--- src/rtl/axi4_lite_master.sv ---
// AXI4-Lite master: turns one command into one AXI-Lite read or write and returns one response.
// A per-transaction cycle budget abandons a stuck slave and reports 2'b11.
module axi4_lite_master #(
  parameter int ADDR_W  = 8,
  parameter int DATA_W  = 32,
  parameter int TIMEOUT = 256
) (
  input  logic              clk,
  input  logic              ARESETN,
  input  logic              cmd_valid,
  output logic              cmd_ready,
  input  logic              cmd_write,
  input  logic [ADDR_W-1:0] cmd_addr,
  input  logic [DATA_W-1:0] cmd_wdata,
  output logic              rsp_valid,
  input  logic              rsp_ready,
  output logic [DATA_W-1:0] rsp_rdata,
  output logic [1:0]        rsp_resp,
  output logic [ADDR_W-1:0] AWADDR,
  output logic              AWVALID,
  input  logic              AWREADY,
  output logic [DATA_W-1:0] WDATA,
  output logic              WVALID,
  input  logic              WREADY,
  input  logic              BVALID,
  output logic              BREADY,
  input  logic [1:0]        BRESP,
  output logic [ADDR_W-1:0] ARADDR,
  output logic              ARVALID,
  input  logic              ARREADY,
  input  logic              RVALID,
  output logic              RREADY,
  input  logic [DATA_W-1:0] RDATA,
  input  logic [1:0]        RRESP
);

  localparam int CNT_W = (TIMEOUT > 0) ? $clog2(TIMEOUT + 1) : 1;
  localparam logic [CNT_W-1:0] CNT_MAX  = CNT_W'(TIMEOUT);
  localparam logic [CNT_W-1:0] CNT_LAST = CNT_W'((TIMEOUT > 0) ? TIMEOUT - 1 : 0);
  localparam logic [1:0] RESP_TIMEOUT = 2'b11;

  typedef enum logic [2:0] {
    S_IDLE  = 3'd0,
    S_WADDR = 3'd1,
    S_WRESP = 3'd2,
    S_RADDR = 3'd3,
    S_RDATA = 3'd4,
    S_RESP  = 3'd5
  } state_t;

  state_t           state_r;
  logic [CNT_W-1:0] cnt_r;
  logic             aw_done_r;
  logic             w_done_r;
  logic             accept_s;
  logic             active_s;
  logic             expire_s;
  logic             aw_done_s;
  logic             w_done_s;
  logic             complete_s;

  assign accept_s  = (state_r == S_IDLE) && cmd_ready && cmd_valid;
  assign active_s  = (state_r != S_IDLE) && (state_r != S_RESP);
  // Expires on the edge where the counter would reach TIMEOUT.
  assign expire_s  = (TIMEOUT > 0) && (cnt_r >= CNT_LAST);
  assign aw_done_s = aw_done_r || (AWVALID && AWREADY);
  assign w_done_s  = w_done_r || (WVALID && WREADY);

  // Handshake that finishes the current AXI phase this cycle
  always_comb begin
    complete_s = 1'b0;
    case (state_r)
      S_WADDR: complete_s = aw_done_s && w_done_s;
      S_WRESP: complete_s = BVALID && BREADY;
      S_RADDR: complete_s = ARVALID && ARREADY;
      S_RDATA: complete_s = RVALID && RREADY;
      default: complete_s = 1'b0;
    endcase
  end

  // Per-transaction cycle counter, saturating at TIMEOUT
  always_ff @(posedge clk or negedge ARESETN) begin
    if (!ARESETN) begin
      cnt_r <= '0;
    end else if (accept_s) begin
      cnt_r <= '0;
    end else if (active_s && (cnt_r != CNT_MAX)) begin
      cnt_r <= cnt_r + 1'b1;
    end else begin
      cnt_r <= cnt_r;
    end
  end

  // Transaction FSM with registered command, AXI and response outputs
  always_ff @(posedge clk or negedge ARESETN) begin
    if (!ARESETN) begin
      state_r   <= S_IDLE;
      cmd_ready <= 1'b0;
      rsp_valid <= 1'b0;
      rsp_rdata <= '0;
      rsp_resp  <= 2'b00;
      AWADDR    <= '0;
      AWVALID   <= 1'b0;
      WDATA     <= '0;
      WVALID    <= 1'b0;
      BREADY    <= 1'b0;
      ARADDR    <= '0;
      ARVALID   <= 1'b0;
      RREADY    <= 1'b0;
      aw_done_r <= 1'b0;
      w_done_r  <= 1'b0;
    end else if (active_s && !complete_s && expire_s) begin
      state_r   <= S_RESP;
      AWVALID   <= 1'b0;
      WVALID    <= 1'b0;
      BREADY    <= 1'b0;
      ARVALID   <= 1'b0;
      RREADY    <= 1'b0;
      aw_done_r <= 1'b0;
      w_done_r  <= 1'b0;
      rsp_valid <= 1'b1;
      rsp_resp  <= RESP_TIMEOUT;
      rsp_rdata <= '0;
    end else begin
      case (state_r)
        S_IDLE: begin
          if (accept_s) begin
            cmd_ready <= 1'b0;
            if (cmd_write) begin
              AWADDR  <= cmd_addr;
              WDATA   <= cmd_wdata;
              AWVALID <= 1'b1;
              WVALID  <= 1'b1;
              state_r <= S_WADDR;
            end else begin
              ARADDR  <= cmd_addr;
              ARVALID <= 1'b1;
              state_r <= S_RADDR;
            end
          end else begin
            cmd_ready <= 1'b1;
          end
        end
        S_WADDR: begin
          if (complete_s) begin
            AWVALID   <= 1'b0;
            WVALID    <= 1'b0;
            aw_done_r <= 1'b0;
            w_done_r  <= 1'b0;
            BREADY    <= 1'b1;
            state_r   <= S_WRESP;
          end else begin
            // AW and W retire independently; remember whichever finished first.
            if (AWVALID && AWREADY) begin
              AWVALID   <= 1'b0;
              aw_done_r <= 1'b1;
            end
            if (WVALID && WREADY) begin
              WVALID   <= 1'b0;
              w_done_r <= 1'b1;
            end
          end
        end
        S_WRESP: begin
          if (complete_s) begin
            BREADY    <= 1'b0;
            rsp_resp  <= BRESP;
            rsp_rdata <= '0;
            rsp_valid <= 1'b1;
            state_r   <= S_RESP;
          end
        end
        S_RADDR: begin
          if (complete_s) begin
            ARVALID <= 1'b0;
            RREADY  <= 1'b1;
            state_r <= S_RDATA;
          end
        end
        S_RDATA: begin
          if (complete_s) begin
            RREADY    <= 1'b0;
            rsp_rdata <= RDATA;
            rsp_resp  <= RRESP;
            rsp_valid <= 1'b1;
            state_r   <= S_RESP;
          end
        end
        S_RESP: begin
          if (rsp_ready) begin
            rsp_valid <= 1'b0;
            cmd_ready <= 1'b1;
            state_r   <= S_IDLE;
          end
        end
        default: begin
          state_r   <= S_IDLE;
          cmd_ready <= 1'b0;
          rsp_valid <= 1'b0;
          AWVALID   <= 1'b0;
          WVALID    <= 1'b0;
          BREADY    <= 1'b0;
          ARVALID   <= 1'b0;
          RREADY    <= 1'b0;
          aw_done_r <= 1'b0;
          w_done_r  <= 1'b0;
        end
      endcase
    end
  end

endmodule

--- config.mk ---
export PLATFORM = sky130hd
export DESIGN_NAME = axi4_lite_master
export DESIGN_NICKNAME = d
export VERILOG_FILES = /design/src/rtl/axi4_lite_master.sv
export SDC_FILE = /design/constraint.sdc
export NUM_CORES = 1
export LEC_CHECK = 0
export BUFFER_PORTS_ARGS = -buffer_cell sky130_fd_sc_hd__buf_2
export CAP_MARGIN = 10
export CORE_ASPECT_RATIO = 0.5
export CORE_MARGIN = 2
export CORE_UTILIZATION = 44
export DETAILED_ROUTE_END_ITERATION = 6
export PLACE_DENSITY = 0.76
export RECOVER_POWER = 50
export SYNTH_ARGS = -nofsm -noshare
export SYNTH_HDL_FRONTEND = slang
export SYNTH_SLANG_ARGS = --single-unit
--- constraint.sdc ---
create_clock -name clk -period 1.9 [get_ports clk]
set_input_delay 0.095 -clock clk [delete_from_list [all_inputs] [get_ports clk]]
set_output_delay 0.095 -clock clk [all_outputs]
set_load 0.02 [all_outputs]
Yosys cells after proc, flatten, opt, wreduce, memory -nomap -nowiden. Cells that the tools add are included.

$add $sub $neg: 1. $lt $le $gt $ge: 1. Equality and inequality tests: 25. Muxes and demuxes: 53. Bitwise operators: 3. Reduce and logical (&&, ||, !) cells: 40.

Operator list (count): 32-bit two-way mux (3); 32-bit case mux with 2 select lines (1); 1-bit two-way mux (25); 1-bit case mux with 3 select lines (7); 4-bit AND reduction (5); 4-bit OR reduction (5); 3-bit two-way mux (6); 9-bit two-way mux (2); 3-bit inequality test, second input constant (6); 3-bit case mux with 5 select lines (1); 3-bit AND reduction (5); 1-bit logical AND (12); 2-bit by 1-bit inequality test with 1-bit output, second input constant (6); 9-bit by 1-bit adder with 9-bit output, second input constant (1); 9-bit by 8-bit >= comparator with 1-bit output, second input constant (1); 3-bit by 2-bit inequality test with 1-bit output, second input constant (3); 9-bit inequality test, second input constant (1); 2-bit two-way mux (4); 4-bit inequality test, second input constant (2); 3-bit by 2-bit equality test with 1-bit output, second input constant (2); 3-bit equality test, second input constant (2); 3-bit nonzero test (2); 5-bit AND reduction (1); 5-bit OR reduction (1); 14 further kinds (19).

Flip-flop bits (word level): 103. Output and inout port bits: 89.

Depth between registers and ports, before layout.
Depth after elaboration: 9. Depth in mapped cells: 9.

Least setup slack after synthesis. Ideal clock, no wire load.

Kind: reg-to-reg. Start point: register cnt_r[0]. End point: register rsp_rdata[0]. Data arrival time: 1838 ps. Data required time: 1834 ps. Setup slack: -3 ps. Stages on the path, launching flop included: 10. Buffers on the path: 1. Clock period less this slack: 1903 ps. Cell sequence: dfrtp_1 ha_1 nand2_1 nor2_1 ha_1 a311oi_2 nor2_2 a21boi_4 buf_6 a22o_1.

Cells in the longest elaborated chain, start to end: 4. Elaborated cells between the ends (all ways): 7.

RTL lines: start, declared (RTL line 52) `logic [CNT_W-1:0] cnt_r;`; start signal, assigned (RTL line 88) `cnt_r <= cnt_r + 1'b1;`; start signal, assigned (RTL line 90) `cnt_r <= cnt_r;`; 9-bit by 8-bit >= comparator with 1-bit output (*) (RTL line 65) `assign expire_s = (TIMEOUT > 0) && (cnt_r >= CNT_LAST);`; 1-bit logical AND (*) (RTL line 112) `end else if (active_s && !complete_s && expire_s) begin`; 3-bit inequality test (no source line) or 3-bit nonzero test (tied branches); 3-bit AND reduction (no source line); end signal, assigned (RTL line 100) `rsp_rdata <= '0;`; end signal, assigned (RTL line 123) `rsp_rdata <= '0;`; end signal, assigned (RTL line 168) `rsp_rdata <= '0;`; end, declared (RTL line 17) `output logic [DATA_W-1:0] rsp_rdata,`.

Every way passes the cells marked *; elsewhere a longest branch is shown, timed or not. A chain may end at the register's enable or synchronous reset.

Final worst setup path.
Start point: register cnt_r[5]. End point: register rsp_rdata[2].

The elaborated chain is that of the path after synthesis.

==> run metrics <==
fraction of layout cells with a size suffix above 1=42.5%; period utilisation layout=108%; Main synth FF type=dfrtp_1; Max VDD drop=712 uV; post-DR vias/cell=5.38; Post-DRT Antenna Nets=0; H-Tree Depth=3; top post-synthesis cells by area=dfrtp_1, mux2_2, a22o_1, o21ai_0, nand2_1; switching share of power=40.8%; sequential fraction of the synthesis area=58.5%; Mapped Area=4410 um^2; root buf cell=clkbuf_16; Internal Pwr Total=5.95 mW; clock sink count=103; # DRC=0; Pwr Density=1480 nW/um^2; Mapped Cells=340; Comb power frac=48.0%; Max Fclk=488 MHz; static leakage=3.27 nW; Worst Path Required=2.17 ns; Worst Path Max Fanout=8; Critical Path AT=2.31 ns; Rows=25; EDFF count, synth=0; startpoint types=register; number of synthesis warnings=0; Setup TNS=-2.45 ns; Area after DPL=5620 um^2; Post-synth top cells=dfrtp_1, mux2_2, a22o_1; sequential power share=35.3%; vias in the first global route=4156; synth unique cells=53; # nets final=711; global-route wire length before repair=20400 um; Min Hold Slack=0.00398 ns; post-synthesis async set-or-reset flop share=100%; RSZ-0062 raised after global routing=true; Syn-to-layout area delta=53.6%; Clock Pin Slew Worst Setup and Hold Paths=0.07 ns; DP HPWL=8320 um; clock latency at the later pin of the worst-skew pair=0.34 ns; Initial Util=45.9%; ANT cells=0; Die Wd=146 um; final setup fails=32; die area=10900 um^2; RD Place Congestion=0.892; post-route cell area=6770 um^2; total number of vias=4080; Hold/Removal Path Class=primary input to register; pin count of the biggest net entering global routing=54; Least-Margin Pin Slew=0.823 ns; Synth top area share=58.5%; drt pass-1 iters=5; CTS Buf Count=9; Psw=4.10 mW; Tmin final=2.05 ns; clock power share=16.7%; setup ws final=-0.148 ns; Syn Nets=431; final slew viol count=0; Final Skew=0.0106 ns; initial antenna violation count=0; count leader, synth=dfrtp_1; initial DRC count=339; Port Buffers=174; Yosys reg bits=103; failing checks=negative setup slack; total core area=9600 um^2; Hold Violations, Final=0; Avg Cell Area, Syn=13.0 um^2; WL/cell=19.2 um; Total GRT Usage=24.0%; GRT Residual Overflow=0; WL final=14600 um; DP Worst Slack=-0.0233 ns; status=finished with violations; Ports=175; Slew HR=45.1%; Die Y=74.8 um; Clock Path Buffers=2; Worst Setup Path Type=register to register; CTS tree=built; max cap viols=0; post-synth top area cell=dfrtp_1; Worst setup EP type=register
through the flow:
stage / power (mW) / util (%) / std cells
global route: 10.5 / 70.5 / 759
global placement: 7.54 / 58.5 / 663
CTS: 9.44 / 68.7 / 749
detailed placement: 7.65 / 58.5 / 663
floorplan: 6.09 / - / 340
finish: 10.0 / 70.5 / 759
flip-flops by register name, indices dropped and copies added (netlist names), 2 cells and up:
signal,count
ARADDR,8
cnt_r,9
state_r,3
WDATA,32
rsp_rdata,32
rsp_resp,2
AWADDR,8
cell type report:
type	instances	area [um^2]
fill	667	2830
sequential	103	2580
timing repair buffer	284	1910
multi-input combinational	213	1810
clock buffer	11	233
tap	135	169
inverter	9	36.3
clock inverter	4	23.8
placed cells by master (no fill, tap or decap), types with 3 or more instances in the layout:
| master | instances |
|---|---|
| clkbuf_16 | 11 |
| clkinv_2 | 3 |
| or2_2 | 3 |
| a21o_1 | 4 |
| o21ai_0 | 12 |
| dfrtp_1 | 101 |
| buf_12 | 4 |
| nor2_2 | 3 |
| a22o_1 | 32 |
| o211ai_1 | 3 |
| nand2_1 | 17 |
| nor2_4 | 3 |
| buf_6 | 4 |
| clkbuf_1 | 51 |
| a31oi_1 | 3 |
| nand3_1 | 9 |
| dlygate4sd3_1 | 71 |
| a21oi_1 | 8 |
| buf_4 | 28 |
| mux2_2 | 48 |
| nand2_2 | 3 |
| buf_2 | 124 |
| inv_1 | 6 |
| o21ai_1 | 3 |
| nor2_1 | 10 |
power groups by stage:
stage | Sequential (mW) | Combinational [mW] | Clock [mW]
2_1_floorplan | 4.29 | 1.80 | 0
3_3_place_gp | 3.43 | 4.11 | 0
3_5_place_dp | 3.47 | 4.18 | 0
4_1_cts | 3.44 | 4.32 | 1.68
5_1_grt | 3.63 | 5.11 | 1.79
6_report | 3.55 | 4.82 | 1.68
cells by family after synthesis:
group | Yosys count | synth area share (%)
buffers and inverters | 24 | 3.15
XOR/XNOR | 6 | 1.19
flip-flops | 103 | 58.5
AO/OA/AOI/OAI | 84 | 14.6
adder cells (fa/ha/maj) | 5 | 1.42
multiplexers | 50 | 12.7
AND/OR/NAND/NOR | 68 | 8.46
path summary, 6_finish.rpt:
| kind | startpoint | to | slack [ns] | cells past startpoint |
|---|---|---|---|---|
| hold reg to reg | WDATA[3] | WDATA[3] | 0.50 | 1 |
| hold / removal | cmd_addr[3] | AWADDR[3] | 0.004 | 2 |
| max in group asynchronous | ARESETN | rsp_rdata[10] | 0.21 | 3 |
| min in group asynchronous | ARESETN | WDATA[28] | 0.40 | 2 |
| setup / recovery | cnt_r[5] | rsp_rdata[2] | -0.15 | 10 |
| setup reg to reg | cnt_r[5] | rsp_rdata[2] | -0.15 | 10 |
timing repair:
item                                    4_1_cts  5_1_grt
gates cloned                                  0        3
endpoints found under the hold margin       100        0
endpoints found under the setup margin       32       85
pin swaps                                     1       14
buffers inserted                              0        7
resized for setup                             2       33
hold buffers                                 71        0
layer usage:
layer | vias to the layer above | global-route usage [%] | wire [um]
met5 | - | 0 | 0
met4 | 0 | 11.7 | 586
met3 | 52 | 4.85 | 761
met2 | 189 | 46.2 | 7580
met1 | 2048 | 26.5 | 5620
li1 | 1791 | - | -
worst max-delay path, cell delays in order (launching register included):
cell       delay (ns)
dfrtp_1          0.40
and4_1           0.23
nand2_1          0.09
nor2_2           0.04
ha_2             0.17
a311oi_4         0.33
nor2_4           0.08
a21boi_4         0.15
buf_12           0.14
clkbuf_16        0.15
a22o_1           0.18
Note: power is estimated with default switching activity, not from simulation.
